File: config.mk
export PLATFORM = sky130hd
export DESIGN_NAME = tug_playfield
export DESIGN_NICKNAME = d
export VERILOG_FILES = /design/src/rtl/tug_pkg.sv /design/src/rtl/tug_playfield_key_conditioner.sv /design/src/rtl/tug_playfield.sv
export SDC_FILE = /design/constraint.sdc
export NUM_CORES = 1
export LEC_CHECK = 0
export ABC_AREA = 1
export CELL_PAD_IN_SITES_DETAIL_PLACEMENT = 0
export CELL_PAD_IN_SITES_GLOBAL_PLACEMENT = 1
export CORE_MARGIN = 1.5
export CORE_UTILIZATION = 38
export DETAILED_ROUTE_END_ITERATION = 6
export GPL_TIMING_DRIVEN = 1
export PLACE_DENSITY = 0.81
export SLEW_MARGIN = 5
export SYNTH_ARGS = -nofsm -noshare
export SYNTH_HDL_FRONTEND = slang
export SYNTH_SLANG_ARGS = --single-unit
File: constraint.sdc
create_clock -name clk -period 2 [get_ports clk]
set_input_delay 0.4 -clock clk [delete_from_list [all_inputs] [get_ports clk]]
set_output_delay 0.4 -clock clk [all_outputs]
set_load 0.005 [all_outputs]
File: src/rtl/tug_pkg.sv
// Shared constants and types for the tug-of-war playfield.
// Optional feature macro used by the top: TUG_CPU_PLAYER_EN.
package tug_pkg;

  localparam int NUM_LIGHTS_DEF = 9;

  // Centre light index for an odd-length bar.
  function automatic int center(input int num_lights);
    return num_lights / 2;
  endfunction

  localparam int CENTER_DEF = NUM_LIGHTS_DEF / 2;

  typedef logic [$clog2(NUM_LIGHTS_DEF)-1:0] pos_t;

  // CPU player pseudo-random source: Fibonacci LFSR x^10 + x^7 + 1.
  localparam int              LFSR_W     = 10;
  localparam logic [LFSR_W-1:0] LFSR_SEED = 10'h001;
  localparam int              LFSR_TAP_A = 9;
  localparam int              LFSR_TAP_B = 6;

  typedef logic [LFSR_W-1:0] lfsr_t;

endpackage

File: src/rtl/tug_playfield_key_conditioner.sv
// Raw key conditioning: 2-flop synchronizer, rising-edge detect and a
// registered one-cycle pulse. A key sampled high before edge k produces
// a pulse during the cycle after edge k+2.
module key_conditioner (
  input  logic clk,
  input  logic reset_n,
  input  logic raw,
  output logic pulse
);

  logic sync1_q, sync2_q, prev_q, pulse_q;
  logic pulse_d;

  // Rising edge of the synchronized key.
  always_comb begin
    pulse_d = sync2_q & ~prev_q;
  end

  // Synchronizer chain, edge history and registered pulse.
  always_ff @(posedge clk or negedge reset_n) begin
    if (!reset_n) begin
      sync1_q <= 1'b0;
      sync2_q <= 1'b0;
      prev_q  <= 1'b0;
      pulse_q <= 1'b0;
    end else begin
      sync1_q <= raw;
      sync2_q <= sync1_q;
      prev_q  <= sync2_q;
      pulse_q <= pulse_d;
    end
  end

  assign pulse = pulse_q;

endmodule

File: src/rtl/tug_playfield.sv
// Tug-of-war playfield: conditions both player keys and moves a single lit
// LED along an odd-length bar, one step per press, saturating at the ends.
// Define TUG_CPU_PLAYER_EN to replace the right player with an LFSR-driven
// CPU opponent (adds the cpu_level port; key_r is then ignored).
module tug_playfield
  import tug_pkg::*;
#(
  parameter int NUM_LIGHTS = NUM_LIGHTS_DEF,
  parameter int CPU_DIV    = 4
) (
  input  logic                  clk,
  input  logic                  reset_n,
  input  logic                  key_l,
  input  logic                  key_r,
  input  logic                  halt,
`ifdef TUG_CPU_PLAYER_EN
  input  logic [2:0]            cpu_level,
`endif
  output logic [NUM_LIGHTS-1:0] leds,
  output logic                  l_on,
  output logic                  r_on,
  output logic                  l_press,
  output logic                  r_press
);

  localparam int                    POS_W    = $clog2(NUM_LIGHTS);
  localparam logic [POS_W-1:0]      POS_RST  = POS_W'(center(NUM_LIGHTS));
  localparam logic [POS_W-1:0]      POS_MAX  = POS_W'(NUM_LIGHTS - 1);
  localparam logic [NUM_LIGHTS-1:0] LEDS_RST = NUM_LIGHTS'(1) << center(NUM_LIGHTS);

  logic                  l_press_w;
  logic                  r_press_w;
  logic [POS_W-1:0]      pos_q, pos_d;
  logic [NUM_LIGHTS-1:0] leds_q, leds_d;

  key_conditioner u_key_l (
    .clk     (clk),
    .reset_n (reset_n),
    .raw     (key_l),
    .pulse   (l_press_w)
  );

`ifdef TUG_CPU_PLAYER_EN
  logic [CPU_DIV-1:0] div_q;
  lfsr_t              lfsr_q;
  logic               cpu_press_q;
  logic               tick;
  logic               unused_key_r;

  assign unused_key_r = key_r;
  assign tick         = &div_q;

  // CPU opponent: on each divider wrap, press if the LFSR's top bits fall
  // below the aggressiveness level, then advance the LFSR.
  always_ff @(posedge clk or negedge reset_n) begin
    if (!reset_n) begin
      div_q       <= '0;
      lfsr_q      <= LFSR_SEED;
      cpu_press_q <= 1'b0;
    end else begin
      div_q       <= div_q + CPU_DIV'(1);
      cpu_press_q <= tick && (lfsr_q[LFSR_W-1 -: 3] < cpu_level);
      if (tick) begin
        lfsr_q <= {lfsr_q[LFSR_W-2:0], lfsr_q[LFSR_TAP_A] ^ lfsr_q[LFSR_TAP_B]};
      end
    end
  end

  assign r_press_w = cpu_press_q;
`else
  key_conditioner u_key_r (
    .clk     (clk),
    .reset_n (reset_n),
    .raw     (key_r),
    .pulse   (r_press_w)
  );
`endif

  // Next light position: one step per lone press, saturating, frozen by halt.
  always_comb begin
    pos_d  = pos_q;
    leds_d = leds_q;
    if (!halt) begin
      if (l_press_w && !r_press_w && (pos_q != POS_MAX)) begin
        pos_d  = pos_q + POS_W'(1);
        leds_d = leds_q << 1;
      end else if (r_press_w && !l_press_w && (pos_q != '0)) begin
        pos_d  = pos_q - POS_W'(1);
        leds_d = leds_q >> 1;
      end
    end
  end

  // Position and one-hot bar registers; the bar lags the press by one cycle
  // so downstream sees a press together with the old end-light state.
  always_ff @(posedge clk or negedge reset_n) begin
    if (!reset_n) begin
      pos_q  <= POS_RST;
      leds_q <= LEDS_RST;
    end else begin
      pos_q  <= pos_d;
      leds_q <= leds_d;
    end
  end

  assign leds    = leds_q;
  assign l_on    = leds_q[NUM_LIGHTS-1];
  assign r_on    = leds_q[0];
  assign l_press = l_press_w;
  assign r_press = r_press_w;

endmodule

Yosys cells after proc, flatten, opt, wreduce, memory -nomap -nowiden --
Cells that the tools add are included.
Storage, ports and cells: register bits after elaboration 21, bits of input ports 5, output and inout bits 13, word-level logic and storage cells 31
Cells by class: add/subtract/negate cells 2, equal/unequal tests 1, muxes and demuxes 4, bitwise logic cells 5, reduce and logical (&&, ||, !) cells 9
Operators by type and width (number):
- $mux W9 | 2
- $mux W4 | 2
- $add A4 B1 Y4 const B | 1
- $logic_and A1 B1 Y1 | 4
- $ne A4 B4 Y1 const B | 1
- $reduce_bool A4 Y1 | 1
- $sub A4 B1 Y4 const B | 1
- $not A1 Y1 | 3
- $and A1 B1 Y1 | 2
- $logic_not A1 Y1 | 2
- $reduce_and A2 Y1 | 1
- $reduce_bool A2 Y1 | 1

Logic depth before layout (Yosys ltp) --
Gate-level depths: netlist (run 1).
depth in word-level cells 5, gate-level depth with buffers 13, depth with buffers taken out 12

Cells and area by module --
From an unflattened synthesis (run 1), not the netlist that was laid out.
Second synthesis, totals: cell total of the unflattened synthesis 107, area, all modules 983.4 um2
Modules (own cells, without submodules):
- tug_playfield | instances 1, cells an instance 95, area each 763.2 um2
- key_conditioner | instances 2, cells an instance 6, area each 110.1 um2

Worst setup path after synthesis (run 1) --
No wires, ideal clock.
kind register to register, start register pos_q[2], end register pos_q[3], library setup time 0.117 ns, arrival time 1.647 ns, path slack 0.236 ns, cell stages (with the launch flop) 12, clock period less this slack 1.764 ns, cell sequence dfstp_2 nor2_2 nand2_4 nand2_4 buf_2 ha_1 nand2_1 nand3b_1 nand2_1 nand2_1 nand3_1 nand2_1
Between the ends: word-level cells in the longest chain between the ends 4
RTL lines:
- from (decl) | line tug_playfield.sv:33 | logic [POS_W-1:0] pos_q, pos_d;
- from (signal assigned) | line tug_playfield.sv:101 | pos_q <= pos_d;
- branches (longest 4 deep; another with $sub A4 B1 Y4)
Parallel ways; which one is timed is not known. The select of a mux whose other input is x is not followed. A chain may end at the register's enable or synchronous reset.

Final worst setup path (run 1) --
start register leds_q[4] (netlist: leds[4]), end output leds[4]
RTL lines:
- from (decl) | line tug_playfield.sv:34 | logic [NUM_LIGHTS-1:0] leds_q, leds_d;
- from (signal assigned) | line tug_playfield.sv:102 | leds_q <= leds_d;
- to (decl) | line tug_playfield.sv:19 | output logic [NUM_LIGHTS-1:0] leds,
No word-level cell between the ends.

==> flow_summary.yaml, run 1 <==
cts:
  clock_latency_ps: 310
  cts_tree: "done"
  clock-sinks: 21
  post_cts_buffers: 0
  clk_pin_slew_ps: 120
  cts_root_buffer: "clkbuf_4"
  htree_levels: 1
  cts_resized: 0
  cts_hold_buf: 0
  numCtsBuffers: 3
  clk_path_buf_depth: 2
grt:
  track_usage_pct: 15.09
  grt_max_degree: 22
  grt_pass1_wl_um: 3049
  grt_pass1_vias: 713
  antenna_found_initial: 0
  overflow: 0
floorplan:
  die_w_um: 53.52
  dieArea_mm2: 0.002864
  core_area_mm2: 0.002455
  die_y_um: 53.52
  initial_utilization_pct: 39.50
  rows: 18
  io_pins: 18
sta:
  fmax_ghz: 0.5611
  period_needed_ps: 1782
  period_share_pct: 89.11
  setup_tns_ps: 0
  finClkSkew_ps: 0.9005
  rsz0062_at_grt: "no"
  finalHoldViolCount: 0
  slew_headroom_pct: 79.82
  worst_pin_slew_ps: 302.0
  setup_viol: 0
  report.final.slew_viol_count: 0
setup_path:
  required_ps: 1600
  slowest_stage: "dfstp_2"
  path_cells: "clkdlybuf4s50_1"
  slowest_delay_ps: 570
  path_buf_inv: 1
  worstSetupStartpointType: "flip-flop"
  crit_path_end_kind: "output pin"
  crit_type: "reg2out"
  worstPathMaxFanout: 4
  cp.arrival_ps: 1380
  critPathTopFamily: "flip-flops"
hold_path:
  hold_class: "reg2reg"
layout:
  area_growth_pct: 23.61
  layout-drive-gt1-share_pct: 12.80
  antenna_cells: 0
  final_util_pct: 48.83
  nets: 133
detailed_routing:
  post_drt_via_cell_ratio: 4.806
  drc_errors: 0
  ant_nets: 0
  dr.first_iter.drc_count: 24
  vias: 745
  wl_per_cell_um: 11.52
  first_pass_iters: 4
  drt-total-wl_um: 1786
logic_synthesis:
  syn-num-nets: 112
  synth_area_um2: 969.7
  ys_seq_area_share_pct: 54.45
  ys_ff_latch: 21
  ys_types: 23
  yosysWarnings: 0
  syn_avg_cell_area_um2: 9.235
  syn_inst: 105
job:
  max-cap-violations: 0
placement:
  portBuffers: 17
  dpl.hpwl_um: 1290
  place_congestion: 0.7935
power_and_ir_drop:
  leakage_nw: 0.5567
  irDropWorstVdd_uv: 689.4
  p_per_area_mw_per_mm2: 1312
outcome:
  status: "completed"
cells by family after synthesis:
logic type / after synthesis / share of synthesized area, %
AOI/OAI and AO/OA: 16 / 10.45
xor gates and xnor gates: 2 / 1.807
adders and majority gates: 2 / 2.580
buffers and inverters: 17 / 8.257
DFF: 21 / 54.45
and+or+nand+nor: 47 / 22.45
flip-flops by register name, summed over array words and instances (netlist names):
register,cells
u_key_l.prev_q,1
leds,9
pos_q,4
u_key_l.sync1_q,1
u_key_r.pulse,1
u_key_r.sync2_q,1
u_key_r.prev_q,1
u_key_r.sync1_q,1
u_key_l.pulse,1
u_key_l.sync2_q,1
cell type report:
class                           count  area [um2]
Clock buffer                        3       22.52
Clock inverter                      1       7.507
Fill cell                         250        1256
Inverter                           13       48.80
Multi-Input combinational cell     67       361.6
Sequential cell                    21       528.0
Tap cell                           30       37.54
Timing Repair Buffer               20       192.7
report_power, final:
part | switching (mW) | internal, mW | leakage [nW] | total (mW)
registers | 0.131 | 0.571 | 0.249 | 0.702
logic | 0.304 | 0.353 | 0.294 | 0.658
clock network | 0.136 | 0.0763 | 0.0139 | 0.213
stage by stage:
stage                     hold WS [ps]  cells  cell area, um2  worst slack (ps)  total power, mW
after floorplan                  104.4    105           969.7             235.7            1.090
after global placement           332.1    151            1169             325.2            1.359
after detailed placement         335.6    151            1169             294.4            1.372
after CTS                        364.7    155            1199             201.1            1.598
after global routing             379.6    155            1199             121.4            1.716
final                            360.7    155            1199             217.8            1.573
worst register-to-register path, stage by stage, from the launching register on:
cell and delay (ps):
dfrtp_1 450, nor2_1 260, nand2_4 120, nand2_4 120
nand2_1 80, nand2_1 60, inv_1 40, ha_1 170
a21oi_1 140, xor2_1 160, o21ai_1 70
cell usage in the layout, fill, tap and decap left out, types with 3 or more instances in the layout:
| cell | instances |
|---|---|
| nand2_1 | 24 |
| dfrtp_1 | 19 |
| clkdlybuf4s50_1 | 17 |
| inv_1 | 11 |
| nand3_1 | 10 |
| nor2_1 | 8 |
| o21ai_0 | 4 |
| o21ai_1 | 4 |
| a31oi_1 | 4 |
| clkbuf_4 | 3 |
| buf_4 | 3 |
layer usage:
layer,GRT usage [%],part of all wire [%]
met5,0,0
met3,1.695,4.5
met1,19.64,48
met4,9.829,2.6
met2,23.66,45
cells in the mapped netlist, drive strengths merged:
| cell | n | area, um2 |
|---|---|---|
| o31ai | 1 | 7.510 |
| a31oi | 4 | 25.02 |
| inv | 13 | 48.80 |
| o21ai | 8 | 40.04 |
| dfrtp | 19 | 475.5 |
| a21oi | 2 | 21.27 |
| buf | 4 | 31.27 |
| nand2 | 26 | 112.6 |
| xor2 | 2 | 17.52 |
| nand3 | 10 | 50.05 |
| nor2 | 10 | 47.55 |
| nand3b | 1 | 7.510 |
| dfstp | 2 | 52.55 |
| o211ai | 1 | 7.510 |
| ha | 2 | 25.02 |
path summary, 6_finish.rpt:
kind | startpoint | endpoint | cells past startpoint | slack [ps]
min in group asynchronous | reset_n | u_key_r.sync1_q | 2 | 410
max in group asynchronous | reset_n | pos_q[2] | 2 | 1310
setup reg to reg | pos_q[1] | pos_q[2] | 10 | 280
hold / removal | u_key_r.sync1_q | u_key_r.sync2_q | 0 | 360
setup / recovery | leds[4] | leds[4] | 1 | 220
hold reg to reg | u_key_r.sync1_q | u_key_r.sync2_q | 0 | 360
Power figures use the tool's default switching activity.
==> run 2, diff against run 1 <==
--- a/config.mk
+++ b/config.mk
@@ -8,6 +8,7 @@
 export ABC_AREA = 1
 export CELL_PAD_IN_SITES_DETAIL_PLACEMENT = 0
 export CELL_PAD_IN_SITES_GLOBAL_PLACEMENT = 1
+export CORE_ASPECT_RATIO = 1.2
 export CORE_MARGIN = 1.5
 export CORE_UTILIZATION = 38
 export DETAILED_ROUTE_END_ITERATION = 6
==> run 2 against run 1 <==
Hold slack barely moved. Sequential share of layout area about the same. Via count decreased by 1.7%. Register-to-register slack got worse by 20 ps. Critical path depth is the same. Global-route usage fell by 1.7 points. Routed wire length decreased by 5.2%. Sequential power about the same. Core utilization increased by 2.2 points. Flip-flop and latch count is the same.
==> flow_summary.yaml, run 2 (synthesis gave the netlist of run 1 again) <==
grt:
  antenna_found_initial: 0
  grt_max_degree: 22
  grt_pass1_wl_um: 3008
  overflow: 0
  grt_pass1_vias: 723
  grtUsageMet3_pct: 1.523
  track_usage_pct: 13.39
  met1_usage_pct: 17.95
  busiest_layer: "met2"
  grt_use_met2_pct: 22.97
power_and_ir_drop:
  irDropWorstVdd_uv: 702.3
  p_per_area_mw_per_mm2: 1302
  leakage_nw: 0.5567
layout:
  final_common_cell: "nand2_1"
  antenna_cells: 0
  fillCellCount: 223
  nets: 133
  area_growth_pct: 23.74
  largest_reg_flops: 9
  layout-drive-gt1-share_pct: 12.80
  final_cell_mix: "24 x nand2_1, 19 x dfrtp_1, 17 x clkdlybuf4s50_1"
floorplan:
  io_pins: 18
  initial_utilization_pct: 41.20
  die_w_um: 49.12
  core_area_mm2: 0.002354
  die_y_um: 58.34
  dieArea_mm2: 0.002865
  rows: 19
setup_path:
  slowest_stage: "dfstp_2"
  r2r_cells: 10
  rr_endpoint: "pos_q[3]"
  critPathTopFamily: "flip-flops"
  path_buf_inv: 1
  required_ps: 1600
  crit_type: "reg2out"
  crit_path_end_kind: "output pin"
  path_cells: "clkdlybuf4s50_1"
  worstSetupStartpointType: "flip-flop"
  worstPathMaxFanout: 4
  rrSetupSlack_ps: 260
  r2r_start: "pos_q[2]"
  cp.arrival_ps: 1360
  slowest_delay_ps: 570
sta:
  rsz0062_at_grt: "no"
  setup_tns_ps: 0
  setup_viol: 0
  fmax_ghz: 0.5668
  slew_headroom_pct: 79.45
  worst_slack_ps: 235.7
  period_needed_ps: 1764
  finalHoldViolCount: 0
  period_share_pct: 88.22
  finClkSkew_ps: 5.468
  report.final.slew_viol_count: 0
  worst_pin_slew_ps: 307.6
placement:
  place_congestion: 0.7835
  portBuffers: 17
  post-place-ws_ps: 276.9
  dpl.hpwl_um: 1281
cts:
  post_cts_buffers: 0
  cts_resized: 0
  numCtsBuffers: 3
  htree_levels: 1
  clk_path_buf_depth: 2
  clock_latency_ps: 300
  cts_tree: "done"
  clk_pin_slew_ps: 120
  cts_hold_buf: 0
  clock-sinks: 21
  cts_root_buffer: "clkbuf_4"
hold_path:
  min-delay-start: "u_key_l.sync1_q"
  holdPathEnd: "u_key_l.sync2_q"
  hold_class: "reg2reg"
  min_path_cells: 0
outcome:
  status: "completed"
detailed_routing:
  dr.first_iter.drc_count: 11
  first_pass_iters: 4
  wl_per_cell_um: 10.85
  vias: 732
  post_drt_via_cell_ratio: 4.692
  ant_nets: 0
  drc_errors: 0
  drt-total-wl_um: 1693
job:
  max-cap-violations: 0
run 2: cell counts in the layout (fill, tap and decap cells not counted):
No cell type changed its count.
run 2: worst max path at each step:
stage          startpoint       end  cells after the start
2_1_floorplan    pos_q[2]  pos_q[3]                     11
5_1_grt          pos_q[2]  pos_q[3]                     10
3_3_place_gp     pos_q[2]  pos_q[3]                     10
4_1_cts           leds[4]   leds[4]                      1
6_report          leds[4]   leds[4]                      1
3_5_place_dp     pos_q[2]  pos_q[3]                     10
run 2: metrics by stage:
step	power, mW	hold slack, ps	instance area, um2	cells	util (%)
finish	1.563	361.0	1200	156	50.98
global route	1.710	377.4	1200	156	50.98
CTS	1.591	365.2	1200	156	50.98
detailed placement	1.377	335.6	1170	152	49.71
global placement	1.361	332.4	1170	152	49.71
floorplan	1.090	104.4	969.7	105	-
run 2: cell type report:
class	count	area [um2]	area share, %
clock buffers	3	22.52	1.877
clock inverters	1	7.507	0.6257
inverters	13	48.80	4.067
multi-input cells	67	361.6	30.14
flip-flops and latches	21	528.0	44.00
well taps	31	38.79	3.233
repair buffers	20	192.7	16.06
run 2: where the power goes:
group | total [mW] | leakage (nW) | internal [mW] | switching [mW]
clock | 0.204 | 0.0139 | 0.0760 | 0.128
sequential | 0.700 | 0.249 | 0.571 | 0.129
combinational | 0.659 | 0.294 | 0.354 | 0.305
run 2: metal layers:
layer	up-vias	wire length, um
met5	-	0
met4	0	0
met3	0	37
met2	11	817
met1	341	838
li1	380	-
==> run 3, diff against run 2 <==
--- a/config.mk
+++ b/config.mk
@@ -14,6 +14,7 @@
 export DETAILED_ROUTE_END_ITERATION = 6
 export GPL_TIMING_DRIVEN = 1
 export PLACE_DENSITY = 0.81
+export REMOVE_ABC_BUFFERS = 1
 export SLEW_MARGIN = 5
 export SYNTH_ARGS = -nofsm -noshare
 export SYNTH_HDL_FRONTEND = slang
==> run 3 against run 2 <==
Setup slack is essentially flat. Design area fell by 0.21%. Non-clock buffer count unchanged. Via count up 4.2%. Largest cell class unchanged.
==> flow_summary.yaml, run 3 (synthesis gave the netlist of run 1 again) <==
outcome:
  status: "completed"
floorplan:
  die_w_um: 49.12
  initial_utilization_pct: 41.20
  io_pins: 18
  die_y_um: 58.34
  core_area_mm2: 0.002354
  rows: 19
  dieArea_mm2: 0.002865
sta:
  rsz0062_at_grt: "no"
  fmax_ghz: 0.5667
  report.final.slew_viol_count: 0
  period_needed_ps: 1765
  worst_slack_ps: 235.4
  period_share_pct: 88.23
  hold_slack_ps: 367.4
  setup_tns_ps: 0
  finalHoldViolCount: 0
  slew_headroom_pct: 72.34
  setup_viol: 0
  worst_pin_slew_ps: 414.0
  finClkSkew_ps: 3.179
setup_path:
  slowest_delay_ps: 570
  worstPathMaxFanout: 4
  r2r_start: "pos_q[2]"
  crit_path_end_kind: "output pin"
  crit_type: "reg2out"
  slowest_stage: "dfstp_2"
  path_cells: "clkdlybuf4s50_1"
  r2r_cells: 10
  critPathTopFamily: "flip-flops"
  cp.depth: 1
  cp.arrival_ps: 1360
  path_buf_inv: 1
  required_ps: 1600
  cp-startpoint: "leds[4]"
  worstSetupStartpointType: "flip-flop"
placement:
  post-place-ws_ps: 298.9
  dpl.hpwl_um: 1270
  portBuffers: 17
  place_congestion: 0.8133
  dp_cells: 152
  dpl-instance-area_mm2: 0.001170
cts:
  clock-sinks: 21
  clk_pin_slew_ps: 110
  htree_levels: 1
  post_cts_buffers: 0
  cts_tree: "done"
  cts_root_buffer: "clkbuf_4"
  cts_hold_buf: 0
  clock_latency_ps: 300
  clk_path_buf_depth: 2
  cts_resized: 0
  numCtsBuffers: 3
detailed_routing:
  drt-total-wl_um: 1659
  drc_errors: 0
  wl_per_cell_um: 10.63
  vias: 763
  ant_nets: 0
  dr.first_iter.drc_count: 16
  first_pass_iters: 4
  post_drt_via_cell_ratio: 4.891
grt:
  grt_max_degree: 22
  track_usage_pct: 13.48
  grt_pass1_vias: 724
  antenna_found_initial: 0
  grt_pass1_wl_um: 2987
  overflow: 0
layout:
  antenna_cells: 0
  stdcell_area_mm2: 0.001197
  final_common_cell: "nand2_1"
  largest_reg_flops: 9
  layout-drive-gt1-share_pct: 12.80
  final_cells: 156
  nets: 133
  fillCellCount: 202
  final_cell_mix: "24 x nand2_1, 19 x dfrtp_1, 17 x clkdlybuf4s50_1"
  area_growth_pct: 23.48
  final_util_pct: 50.88
power_and_ir_drop:
  irDropWorstVdd_uv: 650.8
  leakage_nw: 0.5604
  p_per_area_mw_per_mm2: 1297
  total_power_mw: 1.553
hold_path:
  hold_class: "reg2reg"
  min-delay-start: "u_key_l.sync1_q"
  min_path_cells: 0
job:
  max-cap-violations: 0
## run 3: changes by cell type in the layout (fill, tap and decap cells not counted), sizes merged
cell / previous run / this run
clkinvlp: 1 / 0
clkinv: 0 / 1
## run 3: area by class of cell
type	count	area, um2	share of cell area (%)
flip-flops and latches	21	528.0	44.10
multi-input cells	67	361.6	30.20
repair buffers	20	192.7	16.09
inverters	13	48.80	4.075
well taps	31	38.79	3.239
clock buffers	3	22.52	1.881
clock inverters	1	5.005	0.4180
## run 3: worst paths after layout
path	to	slack, ps
setup reg to reg	pos_q[3]	300
hold reg to reg	u_key_l.sync2_q	370
min in group asynchronous	leds[5]	430
setup / recovery	leds[4]	240
max in group asynchronous	leds[4]	1300
hold / removal	u_key_l.sync2_q	370
## run 3: report_power, final
| part | internal [mW] | switching, mW |
|---|---|---|
| combinational | 0.354 | 0.300 |
| clock | 0.0745 | 0.124 |
| sequential | 0.571 | 0.130 |
## run 3: per-layer routing
metal	vias to the layer above	part of all wire, %	GRT usage (%)
met2	10	51	22.39
met1	374	44	16.55
met5	-	0	0
met4	0	1.1	6.939
li1	377	-	-
met3	2	3.7	3.046
